### src/rtl/display_pkg.sv
// Shared types and helpers for the multiplexed 7-segment display path.
package display_pkg;

    typedef enum logic [1:0] {
        IDLE,
        BLANK,
        DRIVE
    } scan_state_t;

    // Widest display the one-hot helper can describe.
    localparam int MAX_DIGITS = 32;

    function automatic logic [MAX_DIGITS-1:0] onehot_n(input int idx, input int n);
        logic [MAX_DIGITS-1:0] v;
        v = '0;
        for (int i = 0; i < MAX_DIGITS; i++) begin
            v[i] = (i < n) && (i == idx);
        end
        return v;
    endfunction

endpackage

### src/rtl/anode_scanner_if.sv
// Scanner-side bundle: control inputs plus registered anode/slot outputs.
interface anode_scanner_if #(
    parameter int NUM_DIGITS = 4
);
    logic                          enable;
    logic [NUM_DIGITS-1:0]         digit_mask;
    logic [NUM_DIGITS-1:0]         anode;
    logic [$clog2(NUM_DIGITS)-1:0] digit_sel;
    logic                          digit_strobe;

    modport master (
        output enable, digit_mask,
        input  anode, digit_sel, digit_strobe
    );

    modport slave (
        input  enable, digit_mask,
        output anode, digit_sel, digit_strobe
    );
endinterface

### src/rtl/anode_scanner_decoder.sv
// Index + valid to polarity-adjusted one-hot anode pattern (purely combinational).
module anode_decoder_n
    import display_pkg::*;
#(
    parameter int NUM_DIGITS = 4,
    parameter bit ACTIVE_LOW = 1'b1
) (
    input  logic [$clog2(NUM_DIGITS)-1:0] idx,
    input  logic                          valid,
    output logic [NUM_DIGITS-1:0]         anode
);

    logic [MAX_DIGITS-1:0] oh_full;

    always_comb begin
        oh_full = '0;
        if (valid) begin
            oh_full = onehot_n(int'(idx), NUM_DIGITS);
        end
    end

    assign anode = ACTIVE_LOW ? ~oh_full[NUM_DIGITS-1:0] : oh_full[NUM_DIGITS-1:0];

    generate
        if (NUM_DIGITS < MAX_DIGITS) begin : g_spare
            logic unused_hi;
            assign unused_hi = |oh_full[MAX_DIGITS-1:NUM_DIGITS];
        end
    endgenerate

endmodule

### src/rtl/anode_scanner.sv
// Time-multiplexed anode driver: fixed-length digit slots, each opening with a
// dead-time blank, with per-digit masking and a global enable.
module anode_scanner
    import display_pkg::*;
#(
    parameter int NUM_DIGITS   = 4,
    parameter int REFRESH_DIV  = 100000,
    parameter int BLANK_CYCLES = 16,
    parameter bit ACTIVE_LOW   = 1'b1
) (
    input  logic             clk,
    input  logic             reset,
    anode_scanner_if.slave   bus
);

    localparam int SW = $clog2(NUM_DIGITS);
    localparam int TW = $clog2(REFRESH_DIV);

    localparam logic [TW-1:0]         TICK_LAST  = TW'(REFRESH_DIV - 1);
    localparam logic [TW-1:0]         BLANK_LAST = TW'(BLANK_CYCLES - 1);
    localparam logic [SW-1:0]         SEL_LAST   = SW'(NUM_DIGITS - 1);
    localparam logic [NUM_DIGITS-1:0] ANODE_OFF  = {NUM_DIGITS{ACTIVE_LOW}};

    generate
        if (NUM_DIGITS < 2 || NUM_DIGITS > MAX_DIGITS) begin : g_bad_digits
            $fatal(1, "anode_scanner: NUM_DIGITS out of range");
        end
        if (BLANK_CYCLES < 1 || BLANK_CYCLES >= REFRESH_DIV) begin : g_bad_blank
            $fatal(1, "anode_scanner: need 1 <= BLANK_CYCLES < REFRESH_DIV");
        end
    endgenerate

    scan_state_t           state;
    scan_state_t           nstate;
    logic [TW-1:0]         tick;
    logic [SW-1:0]         sel;
    logic                  strobe;
    logic [NUM_DIGITS-1:0] mask_q;
    logic [NUM_DIGITS-1:0] anode_q;

    logic                  slot_start;
    logic [SW-1:0]         sel_next;
    logic [NUM_DIGITS-1:0] mask_next;
    logic                  drive_valid;
    logic [NUM_DIGITS-1:0] anode_next;

    always_ff @(posedge clk) begin
        if (reset) begin
            state <= IDLE;
        end else begin
            state <= nstate;
        end
    end

    always_comb begin
        nstate = state;
        if (!bus.enable) begin
            nstate = IDLE;
        end else begin
            case (state)
                IDLE:    nstate = BLANK;
                BLANK:   if (tick == BLANK_LAST) nstate = DRIVE;
                DRIVE:   if (tick == TICK_LAST)  nstate = BLANK;
                default: nstate = IDLE;
            endcase
        end
    end

    // Every register is loaded from next-state values so anode, digit_sel and
    // the strobe all change on the same edge as the slot boundary.
    always_comb begin
        slot_start = bus.enable && ((state == IDLE) || (state == DRIVE && tick == TICK_LAST));
        sel_next   = sel;
        if (slot_start) begin
            sel_next = (state == IDLE || sel == SEL_LAST) ? '0 : sel + 1'b1;
        end
        mask_next   = slot_start ? bus.digit_mask : mask_q;
        drive_valid = (nstate == DRIVE) && mask_next[sel_next];
    end

    anode_decoder_n #(
        .NUM_DIGITS (NUM_DIGITS),
        .ACTIVE_LOW (ACTIVE_LOW)
    ) u_decoder (
        .idx   (sel_next),
        .valid (drive_valid),
        .anode (anode_next)
    );

    always_ff @(posedge clk) begin
        if (reset) begin
            tick    <= '0;
            sel     <= '0;
            strobe  <= 1'b0;
            mask_q  <= '0;
            anode_q <= ANODE_OFF;
        end else begin
            strobe  <= slot_start;
            sel     <= sel_next;
            mask_q  <= mask_next;
            anode_q <= anode_next;
            if (slot_start || nstate == IDLE) begin
                tick <= '0;
            end else begin
                tick <= tick + 1'b1;
            end
        end
    end

    assign bus.anode        = anode_q;
    assign bus.digit_sel    = sel;
    assign bus.digit_strobe = strobe;

endmodule
### src/flat_wrapper.sv
// flat-port wrapper written by rule: the top's interface ports become plain ports
module anode_scanner_flat import display_pkg::*;
#(
    parameter int NUM_DIGITS   = 4,
    parameter int REFRESH_DIV  = 100000,
    parameter int BLANK_CYCLES = 16,
    parameter bit ACTIVE_LOW   = 1'b1
)
  (clk, reset, bus_enable, bus_digit_mask, bus_anode, bus_digit_sel, bus_digit_strobe);
  anode_scanner_if #(.NUM_DIGITS(NUM_DIGITS)) bus_i ();
  input  logic clk;
  input  logic reset;
  input wire logic [$bits(bus_i.enable)-1:0] bus_enable;
  input wire logic [$bits(bus_i.digit_mask)-1:0] bus_digit_mask;
  output wire logic [$bits(bus_i.anode)-1:0] bus_anode;
  output wire logic [$bits(bus_i.digit_sel)-1:0] bus_digit_sel;
  output wire logic [$bits(bus_i.digit_strobe)-1:0] bus_digit_strobe;
  assign bus_i.enable = bus_enable;
  assign bus_i.digit_mask = bus_digit_mask;
  assign bus_anode = bus_i.anode;
  assign bus_digit_sel = bus_i.digit_sel;
  assign bus_digit_strobe = bus_i.digit_strobe;
  anode_scanner #(.NUM_DIGITS(NUM_DIGITS), .REFRESH_DIV(REFRESH_DIV), .BLANK_CYCLES(BLANK_CYCLES), .ACTIVE_LOW(ACTIVE_LOW)) u_core (.clk(clk), .reset(reset), .bus(bus_i));
endmodule
### config.mk
export PLATFORM = sky130hd
export DESIGN_NAME = anode_scanner_flat
export DESIGN_NICKNAME = d
export VERILOG_FILES = /design/src/rtl/display_pkg.sv /design/src/rtl/anode_scanner_if.sv /design/src/rtl/anode_scanner_decoder.sv /design/src/rtl/anode_scanner.sv /design/src/flat_wrapper.sv
export SDC_FILE = /design/constraint.sdc
export NUM_CORES = 1
export LEC_CHECK = 0
export CAP_MARGIN = 20
export CORE_MARGIN = 2
export CORE_UTILIZATION = 55
export DETAILED_ROUTE_END_ITERATION = 12
export PLACE_DENSITY = 0.78
export SLEW_MARGIN = 20
export SYNTH_ARGS = -nofsm -noshare
export SYNTH_HDL_FRONTEND = slang
export SYNTH_SLANG_ARGS = --single-unit
### constraint.sdc
create_clock -name clk -period 3.5 [get_ports clk]
set_input_delay 0.7 -clock clk [delete_from_list [all_inputs] [get_ports clk]]
set_output_delay 0.7 -clock clk [all_outputs]
set_load 0.1 [all_outputs]
==> metrics.txt <==
# TYPE chip_impl_metric gauge
chip_impl_metric{name="grt_antenna_before_repair",unit=""} 0
chip_impl_metric{name="distinct_cell_type_count_of_the_synthesized_netlist",unit=""} 40
chip_impl_info{name="timing.critical_path.to_type",value="primary output"} 1
chip_impl_metric{name="port_buffers",unit=""} 13
chip_impl_info{name="synth.largest_area_cell",value="sky130_fd_sc_hd__dfxtp_1"} 1
chip_impl_metric{name="postCtsHoldBufs",unit=""} 0
chip_impl_metric{name="layout-drive-gt1-share",unit=""} 0.117
chip_impl_metric{name="netlist_instances",unit=""} 146
chip_impl_metric{name="ir_worst_vdd",unit="uV"} 290
chip_impl_metric{name="ios",unit=""} 14
chip_impl_metric{name="worstSetupPathDepth",unit=""} 1
chip_impl_metric{name="power.static_leakage",unit="nW"} 0.584
chip_impl_info{name="clockRootBuffer",value="sky130_fd_sc_hd__clkbuf_4"} 1
chip_impl_metric{name="numPlacedInstances",unit=""} 183
chip_impl_metric{name="cts_resized",unit=""} 0
chip_impl_metric{name="grt_usage",unit=""} 0.214
chip_impl_metric{name="fp.dieH",unit="um"} 53.6
chip_impl_metric{name="first_global_vias",unit=""} 1014
chip_impl_info{name="ff_to_ff_start",value="u_core.tick[0]"} 1
chip_impl_metric{name="reg2reg_path_depth",unit=""} 7
chip_impl_info{name="hold_class",value="reg -> reg"} 1
chip_impl_metric{name="critical-path-max-stage-delay",unit="ps"} 1160
chip_impl_info{name="worstSetupEndpoint",value="bus_digit_sel[0]"} 1
chip_impl_metric{name="std_cell_rows",unit=""} 17
chip_impl_metric{name="relSlewSlack",unit=""} 0.340
chip_impl_metric{name="required",unit="ps"} 2800
chip_impl_metric{name="mappedNetlistArea",unit="um2"} 1350
chip_impl_metric{name="sequential_cell_area",unit="um2"} 601
chip_impl_metric{name="placeable_core_area",unit="um2"} 2280
chip_impl_metric{name="insertion_delay",unit="ps"} 330
chip_impl_info{name="critPathLaunch",value="u_core.bus.digit_sel[0]"} 1
chip_impl_metric{name="number_of_fillers_in_the_final_layout",unit=""} 183
chip_impl_metric{name="fin_util",unit=""} 0.683
chip_impl_info{name="worst_path_dominant_cell_family",value="buffers and inverters"} 1
chip_impl_metric{name="max_clock_freq",unit="MHz"} 384
chip_impl_metric{name="post-route-drc-count",unit=""} 0
chip_impl_metric{name="postLayoutSetupSlackWorst",unit="ps"} 898
chip_impl_metric{name="weighted_congestion_at_the_end_of_routability_driven_global_placement",unit=""} 0.830
chip_impl_metric{name="mappedNetlistNets",unit=""} 155
chip_impl_metric{name="timing.final.hold_violations",unit=""} 0
chip_impl_metric{name="post_dp_cell_area",unit="um2"} 1490
chip_impl_metric{name="finish.cell_count_without_fillers",unit=""} 191
chip_impl_metric{name="pre_cts_slack",unit="ps"} 1010
chip_impl_metric{name="seq_area_frac_synth",unit=""} 0.444
chip_impl_metric{name="area_growth",unit="%"} 15.0
chip_impl_metric{name="cts_max_path_buffers",unit=""} 2
chip_impl_info{name="rsz_0062_raised_after_global_routing",value="false"} 1
chip_impl_metric{name="route.vias.total",unit=""} 1039
chip_impl_metric{name="grt_pass1_wl",unit="mm"} 4.29
chip_impl_metric{name="routed_wire_length_per_instance",unit="um"} 13.0
chip_impl_info{name="most-common-layout-cells",value="30 x sky130_fd_sc_hd__nor2_1, 30 x sky130_fd_sc_hd__dfxtp_1, 13 x sky130_fd_sc_hd__nand2_1, 12 x sky130_fd_sc_hd__clkdlybuf4s50_1, 8 x sky130_fd_sc_hd__xnor2_1"} 1
chip_impl_metric{name="dieArea",unit="um2"} 2870
chip_impl_metric{name="synth.ff_latch_count",unit=""} 30
chip_impl_metric{name="arrival",unit="ps"} 1900
chip_impl_metric{name="final_design_area_no_fill",unit="um2"} 1560
chip_impl_metric{name="synth_warnings",unit=""} 0
chip_impl_metric{name="drtIter0Drc",unit=""} 18
chip_impl_metric{name="maximum_number_of_pins_on_one_net_before_global_route_repair",unit=""} 18
chip_impl_info{name="worst_r2r_endpoint",value="u_core.bus.anode[0]"} 1
chip_impl_metric{name="cts.htree.levels",unit=""} 2
chip_impl_metric{name="drtAntennaViolNets",unit=""} 0
chip_impl_info{name="critical-path-slowest-cell",value="sky130_fd_sc_hd__clkdlybuf4s50_1"} 1
chip_impl_info{name="critical_path.cell_chain",value="clkdlybuf4s50_1"} 1
chip_impl_metric{name="crit_fanout",unit=""} 5
chip_impl_metric{name="fin_nets",unit=""} 171
chip_impl_metric{name="hpwl",unit="mm"} 1.80
chip_impl_metric{name="slew_viol_final",unit=""} 0
chip_impl_metric{name="max-cap-violations",unit=""} 0
chip_impl_info{name="cts_tree",value="yes"} 1
chip_impl_metric{name="critPathBufInv",unit=""} 1
chip_impl_info{name="timing.setup.critical_path_class",value="reg -> out"} 1
chip_impl_metric{name="worst_setup_hold_path_clk_slew",unit="ps"} 90
chip_impl_metric{name="post_drt_via_cell_ratio",unit=""} 5.44
chip_impl_metric{name="postCtsSetupBuffers",unit=""} 0
chip_impl_info{name="outcome",value="completed"} 1
chip_impl_metric{name="post_synthesis_mean_instance_area",unit="um2"} 9.26
chip_impl_metric{name="timing.reg2reg.setup_slack",unit="ps"} 1380
chip_impl_metric{name="start_util",unit=""} 0.594
chip_impl_metric{name="final.hold.worst_slack",unit="ps"} 479
chip_impl_metric{name="finClkSkew",unit="ps"} 10.9
chip_impl_metric{name="powerDensity",unit="nW/um2"} 385
chip_impl_metric{name="drt-total-wl",unit="mm"} 2.49
chip_impl_metric{name="num_antenna_cells",unit=""} 0
chip_impl_metric{name="detail_route.first_pass.iterations",unit=""} 5
chip_impl_metric{name="timing_worst_slew_pin_value",unit="ps"} 987
chip_impl_metric{name="tritoncts.num_buffers",unit=""} 5
chip_impl_metric{name="min_period",unit="ps"} 2600
chip_impl_info{name="netlist_top_cells_area",value="sky130_fd_sc_hd__dfxtp_1 44%, sky130_fd_sc_hd__nor2_1 8.3%, sky130_fd_sc_hd__xnor2_1 5.2%"} 1
chip_impl_metric{name="yosysTopAreaCellShare",unit=""} 0.444
chip_impl_metric{name="final_min_period_over_clock_period",unit=""} 0.743
chip_impl_info{name="start_kind",value="flip-flop"} 1
chip_impl_metric{name="cts.sinks",unit=""} 30
chip_impl_metric{name="final-setup-viol-count",unit=""} 0
chip_impl_metric{name="grt.overflow.total",unit=""} 0
chip_impl_metric{name="multi_input_combinational_cell_area",unit="um2"} 721
chip_impl_metric{name="report.power.total",unit="uW"} 599
chip_impl_metric{name="dieWidth",unit="um"} 53.6
chip_impl_metric{name="sum_neg_setup_slack",unit="ps"} 0
worst min-delay path by stage:
stage,startpoint,endpoint,cells past startpoint
global placement,u_core.tick[0],u_core.tick[0],1
CTS,u_core.tick[0],u_core.tick[0],1
detailed placement,u_core.tick[0],u_core.tick[0],1
floorplan,u_core.tick[0],u_core.tick[0],1
global route,u_core.tick[0],u_core.tick[0],1
finish,u_core.tick[0],u_core.tick[0],1
layer usage:
| metal | part of all wire | GRT usage |
|---|---|---|
| met4 | 0.012 | 0.0983 |
| met3 | 0.047 | 0.0750 |
| met5 | 0 | 0 |
| met2 | 0.50 | 0.368 |
| met1 | 0.44 | 0.236 |
where the power goes:
| part | internal [mW] | switching, mW | total [mW] |
|---|---|---|---|
| logic | 0.0145 | 0.0170 | 0.0315 |
| registers | 0.345 | 0.00233 | 0.348 |
| clock network | 0.0964 | 0.123 | 0.219 |
cell usage after synthesis:
cell type                  count
sky130_fd_sc_hd__buf_2         1
sky130_fd_sc_hd__a21o_1        1
sky130_fd_sc_hd__or3_1         1
sky130_fd_sc_hd__a21oi_2       1
sky130_fd_sc_hd__nor3_1        3
sky130_fd_sc_hd__buf_1         1
sky130_fd_sc_hd__o22ai_1       1
sky130_fd_sc_hd__nand3_1       3
sky130_fd_sc_hd__clkbuf_1      1
sky130_fd_sc_hd__and3_1        2
sky130_fd_sc_hd__mux2_2        1
sky130_fd_sc_hd__xor2_1        7
sky130_fd_sc_hd__inv_1         2
sky130_fd_sc_hd__nand2b_1      1
sky130_fd_sc_hd__mux2i_1       5
sky130_fd_sc_hd__and2_4        1
sky130_fd_sc_hd__ha_1          2
sky130_fd_sc_hd__o21ai_0       1
sky130_fd_sc_hd__and2b_1       1
sky130_fd_sc_hd__a21oi_1       1
sky130_fd_sc_hd__nor4_1        2
sky130_fd_sc_hd__and2_1        1
sky130_fd_sc_hd__dfxtp_1      30
sky130_fd_sc_hd__and3_4        2
sky130_fd_sc_hd__a22oi_4       1
sky130_fd_sc_hd__nand4_1       5
sky130_fd_sc_hd__nand2b_2      1
sky130_fd_sc_hd__nor2b_1       5
sky130_fd_sc_hd__mux2_4        1
sky130_fd_sc_hd__buf_6         1
sky130_fd_sc_hd__nor3_2        1
sky130_fd_sc_hd__nand2_1      13
sky130_fd_sc_hd__nor4b_1       2
sky130_fd_sc_hd__xnor2_1       8
sky130_fd_sc_hd__nor4bb_1      1
sky130_fd_sc_hd__a32o_1        1
sky130_fd_sc_hd__or3b_1        1
sky130_fd_sc_hd__and4_1        2
sky130_fd_sc_hd__nor2_1       30
sky130_fd_sc_hd__a221oi_2      1
registers in the layout (all words and copies together), names as in the netlist:
register                 flops
u_core.tick                 17
u_core.bus.anode             4
u_core.mask_q                4
u_core.bus.digit_sel         2
u_core.state                 2
u_core.bus.digit_strobe      1
layout make-up:
cell class / count / area share
well taps: 28 / 0.0225
inverters: 2 / 0.00483
multi-input cells: 110 / 0.463
repair buffers: 13 / 0.0821
clock buffers: 6 / 0.0330
clock inverters: 2 / 0.00805
flip-flops and latches: 30 / 0.386
cells by family (layout without fill, tap and decap cells):
| logic type | count (synthesis) | in the layout | synth area share |
|---|---|---|---|
| compound gates | 8 | 8 | 0.0583 |
| xor+xnor | 15 | 15 | 0.0971 |
| fa+ha+maj | 2 | 2 | 0.0185 |
| buf+inv | 6 | 23 | 0.0231 |
| flops | 30 | 30 | 0.444 |
| mux | 7 | 7 | 0.0564 |
| simple gates | 78 | 78 | 0.303 |
(Power assumes the default switching activity.)
